--- src/rtl/bowling_sequencer.sv ---
// bowling_sequencer: paces AI deliveries, pulses ai_en once per ball and tallies balls, overs, wickets and extras.
// Optional NO_BALL_EN macro honours no_ball: counts extras and re-bowls the delivery.
module bowling_sequencer #(
  parameter int BALLS_PER_OVER = 6,
  parameter int NUM_OVERS      = 2,
  parameter int MAX_WICKETS    = 10,
  parameter int GAP_CYCLES     = 50_000_000,
  parameter int TIMEOUT_CYCLES = 250_000_000,
  parameter int CNT_W          = 28
) (
  input  logic       clock,
  input  logic       reset,
  input  logic       start,
  input  logic       ball_done,
  input  logic       wicket,
  input  logic       no_ball,
  output logic       ai_en,
  output logic [2:0] ball_cnt,
  output logic [3:0] over_cnt,
  output logic [3:0] wickets,
  output logic [3:0] extras,
  output logic       timeout,
  output logic       busy,
  output logic       innings_over
);
  if (BALLS_PER_OVER < 1 || BALLS_PER_OVER > 7 || NUM_OVERS < 1 || NUM_OVERS > 15 ||
      MAX_WICKETS < 1 || MAX_WICKETS > 15 || GAP_CYCLES < 1 || TIMEOUT_CYCLES < 1 || CNT_W < 1 ||
      ((GAP_CYCLES - 1) >> CNT_W) != 0 || ((TIMEOUT_CYCLES - 1) >> CNT_W) != 0) begin : g_param_check
    $error("bowling_sequencer: parameter out of range");
  end
  localparam logic [CNT_W-1:0] GAP_LD    = CNT_W'(GAP_CYCLES - 1);
  localparam logic [CNT_W-1:0] TO_LD     = CNT_W'(TIMEOUT_CYCLES - 1);
  localparam logic [2:0]       LAST_BALL = 3'(BALLS_PER_OVER - 1);
  localparam logic [3:0]       OVERS     = 4'(NUM_OVERS);
  localparam logic [3:0]       WKTS      = 4'(MAX_WICKETS);
  typedef enum logic [2:0] {IDLE, GAP, ARM, FLIGHT, TALLY, DONE} state_t;
  state_t           state_q, state_d;
  logic [CNT_W-1:0] cnt_q, cnt_d;
  logic             wk_q, wk_d, nb_q, nb_d;
  logic [2:0]       ball_q, ball_d;
  logic [3:0]       over_q, over_d, wkt_q, wkt_d, ext_q, ext_d;
  logic             ai_en_q, busy_q, done_q;
  logic             nb_in;
`ifdef NO_BALL_EN
  assign nb_in = no_ball;
`else
  logic unused_no_ball;
  assign nb_in = 1'b0;
  assign unused_no_ball = no_ball;
`endif
  always_comb begin
    state_d = state_q;
    cnt_d   = cnt_q;
    wk_d    = wk_q;
    nb_d    = nb_q;
    ball_d  = ball_q;
    over_d  = over_q;
    wkt_d   = wkt_q;
    ext_d   = ext_q;
    timeout = 1'b0;
    case (state_q)
      IDLE: begin
        state_d = start ? GAP : IDLE;
        cnt_d   = start ? GAP_LD : cnt_q;
      end
      GAP: begin
        state_d = cnt_q == '0 ? ARM : GAP;
        cnt_d   = cnt_q == '0 ? cnt_q : cnt_q - 1'b1;
      end
      ARM: begin
        state_d = FLIGHT;
        cnt_d   = TO_LD;
      end
      FLIGHT: begin
        // a resolution arriving on the expiry cycle beats the forced dot ball
        timeout = !ball_done && cnt_q == '0;
        state_d = ball_done || cnt_q == '0 ? TALLY : FLIGHT;
        cnt_d   = ball_done || cnt_q == '0 ? cnt_q : cnt_q - 1'b1;
        wk_d    = ball_done & wicket;
        nb_d    = ball_done & nb_in;
      end
      TALLY: begin
        ext_d   = nb_q && ext_q != 4'hF ? ext_q + 4'd1 : ext_q;
        wkt_d   = nb_q ? wkt_q : wkt_q + {3'b000, wk_q};
        ball_d  = nb_q ? ball_q : (ball_q == LAST_BALL ? 3'd0 : ball_q + 3'd1);
        over_d  = !nb_q && ball_q == LAST_BALL ? over_q + 4'd1 : over_q;
        state_d = wkt_d == WKTS || over_d == OVERS ? DONE : GAP;
        cnt_d   = GAP_LD;
      end
      DONE: begin
        state_d = start ? GAP : DONE;
        cnt_d   = start ? GAP_LD : cnt_q;
        ball_d  = start ? 3'd0 : ball_q;
        over_d  = start ? 4'd0 : over_q;
        wkt_d   = start ? 4'd0 : wkt_q;
        ext_d   = start ? 4'd0 : ext_q;
      end
      default: state_d = IDLE;
    endcase
  end
  always_ff @(posedge clock or posedge reset) begin
    if (reset) begin
      state_q <= IDLE;
      cnt_q   <= '0;
      wk_q    <= 1'b0;
      nb_q    <= 1'b0;
      ball_q  <= '0;
      over_q  <= '0;
      wkt_q   <= '0;
      ext_q   <= '0;
      ai_en_q <= 1'b0;
      busy_q  <= 1'b0;
      done_q  <= 1'b0;
    end else begin
      state_q <= state_d;
      cnt_q   <= cnt_d;
      wk_q    <= wk_d;
      nb_q    <= nb_d;
      ball_q  <= ball_d;
      over_q  <= over_d;
      wkt_q   <= wkt_d;
      ext_q   <= ext_d;
      ai_en_q <= state_d == ARM;
      busy_q  <= state_d inside {GAP, ARM, FLIGHT, TALLY};
      done_q  <= state_d == DONE;
    end
  end
  assign ai_en        = ai_en_q;
  assign ball_cnt     = ball_q;
  assign over_cnt     = over_q;
  assign wickets      = wkt_q;
  assign extras       = ext_q;
  assign busy         = busy_q;
  assign innings_over = done_q;
endmodule
--- config.mk ---
export PLATFORM = sky130hd
export DESIGN_NAME = bowling_sequencer
export DESIGN_NICKNAME = d
export VERILOG_FILES = /design/src/rtl/bowling_sequencer.sv
export SDC_FILE = /design/constraint.sdc
export NUM_CORES = 1
export LEC_CHECK = 0
export CORE_UTILIZATION = 55
export CTS_CLUSTER_SIZE = 8
export DETAILED_ROUTE_END_ITERATION = 16
export PLACE_DENSITY_LB_ADDON = 0.05
export RECOVER_POWER = 100
export SLEW_MARGIN = 10
export SYNTH_ARGS = -nofsm -noshare
export SYNTH_HDL_FRONTEND = slang
export SYNTH_SLANG_ARGS = --single-unit
export TNS_END_PERCENT = 100
--- constraint.sdc ---
create_clock -name clock -period 6.4 [get_ports clock]
set_clock_uncertainty 0.1 [all_clocks]
set_input_delay 1.28 -clock clock [delete_from_list [all_inputs] [get_ports clock]]
set_output_delay 1.28 -clock clock [all_outputs]
set_load 0.05 [all_outputs]
# Word-level counts from Yosys, hierarchy flattened
# Index checks and enable logic that the tools add are counted.
# Widths: inputs -> output; s select.
# totals
reg_bits	50
inputBits	6
word_cells	65
# op_classes
addsub	4
n_eq_ne	17
n_mux	19
bitwise_logic	2
n_reduce_logical	13
# ops
op	n
$pmux 28 s5	1
$mux 28	3
$logic_not 28->1	1
$sub 28x1->28 const B	1
$pmux 3 s6	1
$pmux 4 s2	2
$eq 3x3->1 const B	5
$mux 3	5
$eq 3x2->1 const B	4
$mux 4	3
$eq 3x1->1 const B	2
$ne 2x2->1 const B	3
$pmux 3 s2	1
$reduce_bool 5->1	1
$add 4x1->4	1
$add 4x1->4 const B	1
$eq 4x2->1 const B	1
$eq 4x4->1 const B	1
$reduce_and 4->1	1
$reduce_bool 4->1	1
$add 3x1->3 const B	1
$logic_not 3->1	1
$reduce_and 3->1	1
$logic_or 1x1->1	2
other kinds (10)	11

# Depth between registers and ports, before layout
# logic_depth
ltp_word	8
ltp_mapped	10
mapped_depth_nobuf	7

# Worst setup path before layout
# No wires, ideal clock.
# synth_path
path_kind	reg-to-output
start	reg cnt_q[8]
end	out timeout
arrival_ps	3368
path_slack_ps	1652
path_stages_with_launch	7
cell_sequence	dfrtp_1 > or4_1 > clkbuf_1 > nor4_4 > buf_2 > nand4_1 > nor4b_1
# synth_via
elab_chain_cells	3
# synth_rtl
element	line	rtl
from (decl)	38	logic [CNT_W-1:0] cnt_q, cnt_d;
from (signal assigned)	116	cnt_q <= cnt_d;
$logic_not 28->1	76	timeout = !ball_done && cnt_q == '0;
$logic_and 1x1->1	76	
$mux 1	61	case (state_q)
to (decl)	22	output logic timeout,
# Every way passes these cells.

# Final worst setup path
# Ends and elaborated chain as after synthesis.

==> results.md <==
- Maximum VDD drop: 163 µV
- Antenna Nets Post-Route: 0
- Die width: 73.0 µm
- First-pass GRT wire length: about 10000 µm
- Residual DRC: 0
- Failing checks: max-capacitance violations, max-slew violations
- Post-synthesis register bit count: 46
- Hold_buf cts: 0
- Die height: 73.0 µm
- Post-Place Worst Slack: ~1.9 ns
- Max-cap viol count: 1
- Final worst path period need: 4.87 ns
- Static Leakage: around 1.2 nW
- Die area: around 5300 µm²
- Total GRT Usage: 25.5%
- CTS max path bufs: 2
- Vias in the first global route: about 2200
- CTS tree: yes
- Sw frac: about a third
- Mux contribution to synthesized area: 1.58%
- Nets@finish: roughly 330
- RSZ-0062 raised after global routing: no
- Max-slew violations: 47
- Final Hold Vio Count: 0
- Post-synth EDFFs: 0
- Sequential area share after synthesis: about two fifths
- Most frequent cells in the layout: dfrtp_1, nand2_1, o31ai_1
- Max Fanout on Critical Path: 13
- Post-CTS sizing: 0
- Post-synth top area cell: dfrtp_1
- Leading cell type in the layout, fill and taps excluded: dfrtp_1
- CTS clk-pin slew, worst paths: roughly 0.090 ns
- Core area: 4790 µm²
- Clock share of power: around 28%
- Number of top-level pins: 25
- Post-Synth Adder-Cell Area: under 10%
- Synthesis-to-finish area growth: 10.3%
- Placed wire-length estimate: about 4100 µm
- Post-Route WL: a little over 6000 µm
- Synth Area in Simple Gates: 27.3%
- Placer congestion estimate: approximately 0.86
- Crit. End Element: output pin
- Synth Area in Compound Gates: a little over a fifth
- Final setup viols: 0
- Row count: 25
- Net switching power: roughly 240 µW
- Worst slew pin tran: about 1.8 ns
- Setup TNS: 0 ns
- Drt initial violations: ~130
- Mapped Area: about 2800 µm²
- Status: finished with violations
- Post-CTS setup buffer count: 0
- # diodes: 0
- Ys flop type: dfrtp_1
- Drt first pass iters: 4
- Avg Cell Area, Syn: slightly below 9 µm²
- Netlist cell types: slightly above 50
- Routed vias: 2378
- Initial antenna violation count: 0
- Gr ovfl total: 0
- Seq pwr share: roughly half
- Maximum clock frequency: between 0.2 and 0.25 GHz
- H-tree levels: 2
- Asr flop ratio synth: 100%
- Final core occ: a little under two thirds
- Worst skew pair latency: 0.30 ns
- Cells after synthesis: between 300 and 400
- Synth warn: 0
- Via density: ~6.2
- Worst hold path type: flip-flop to flip-flop
- Largest family of logic cells by synthesized area: simple AND/OR/NAND/NOR gates
- Area share of the largest cell type after synthesis: approximately two fifths
- Power per cell area: around 250 nW/µm²
- Combinational power share: between 20% and 30%
- CTS root buf: clkbuf_8
- Slew HR: -18.4%
- CP Class: flip-flop to output pin
- Cell internal pwr: slightly above 500 µW
- Setup WS post-layout: approximately 1.5 ns
- Post-Synth XOR/XNOR Area: less than 1%
- Initial Util: 57.9%
- Number of port buffers: 19
- CTS buffer count: 5
- DR WL/cell: between 15 and 20 µm
- Largest net degree at the start of global routing: 47
- Worst EP required: around 5.0 ns
- Share of cells above drive strength 1: under 10%
- Arr. time, crit path: between 3 and 4 ns
- Period utilization: 76.1%
- Startpoint types: flip-flop
- Clk sinks: 46
- Area contributors post-synth: dfrtp_1, o31ai_1, nand2_1
-- synthesized netlist by cell type (2+ instances only) --
cell type  instances
or3_1              7
dfrtp_1           46
nor2b_1            4
o21ai_0           15
nand2_1           28
buf_2              6
mux2_2             3
buf_4              6
nor4_1             9
ha_1               4
nand3_1           11
nand3b_1           2
and4_1             2
o211ai_1           7
nand2b_1           8
o22a_1             6
inv_1              6
clkbuf_1          11
a22o_1             2
nor2_1            21
nor3_1            18
or4_1             10
or2_2              3
a21oi_1           14
o31ai_1           22
a31oi_1            7
nand4_1            3
a21o_1             3
a41oi_1            2
o311ai_0           3
-- metal layers --
metal / part of all wire, % / global-route usage [%] / vias up
met5: 0 / 0 / -
met4: 1.4 / 9.37 / 0
met3: 3.6 / 3.59 / 6
met2: 47 / 42.8 / 60
met1: 47 / 33.8 / 1129
li1: - / - / 1183
-- state kept, by name, summed over array words and instances, names as in the netlist --
register      cells
cnt_q            28
over_cnt          4
wickets           4
ball_cnt          3
state_q           3
ai_en             1
busy              1
innings_over      1
wk_q              1
-- cell families (layout without fill, tap and decap cells) --
logic type / count (synthesis) / after routing
xor gates and xnor gates: 2 / 2
buffers and inverters: 30 / 36
DFF: 46 / 46
AOI/OAI and AO/OA: 87 / 87
muxes: 4 / 4
and+or+nand+nor: 136 / 136
other: 1 / 4
adders and majority gates: 4 / 4
-- worst max-delay path, cell delays in order, from the launching register on --
cell and delay [ns]:
dfrtp_1 0.44, or4_1 0.68, nor4_4 0.61, nand4_1 0.27
nor4b_1 0.28, dlygate4sd3_1 0.91
-- per-stage QoR --
step	total power [mW]	hold WS [ns]	area, µm²	std cells
floorplan	0.514	0.354	2780	313
global placement	0.540	0.370	2950	378
detailed placement	0.549	0.383	2950	378
CTS	0.765	0.404	3060	386
global route	0.799	0.436	3060	386
finish	0.756	0.405	3060	386
-- final cells by class --
cell class	count	area, µm²
clock buffers	5	68.8
clock inverters	3	40.0
fillers	416	1730
inverters	6	22.5
multi-input cells	237	1480
flip-flops and latches	46	1150
well taps	67	83.8
repair buffers	22	209
-- path summary, 6_finish.rpt --
path,start,to,slack [ns],cells after the start
max,cnt_q[8]$_DFFE_PP0P_,timeout,1.53,5
min,cnt_q[11]$_DFFE_PP0P_,cnt_q[11]$_DFFE_PP0P_,0.41,2
max reg2reg,cnt_q[8]$_DFFE_PP0P_,cnt_q[20]$_DFFE_PP0P_,3.15,6
min reg2reg,cnt_q[11]$_DFFE_PP0P_,cnt_q[11]$_DFFE_PP0P_,0.41,2
max in group asynchronous,reset,cnt_q[19]$_DFFE_PP0P_,3.29,2
min in group asynchronous,reset,wickets[2]$_DFFE_PP0P_,1.87,2
-- power groups by stage --
stage	combinational (mW)	clock (mW)	sequential, mW
4_1_cts	0.155	0.221	0.389
3_5_place_dp	0.156	0	0.393
5_1_grt	0.169	0.232	0.397
2_1_floorplan	0.123	0	0.391
3_3_place_gp	0.149	0	0.391
6_report	0.151	0.215	0.390
Note: power is estimated with default switching activity, not from simulation.
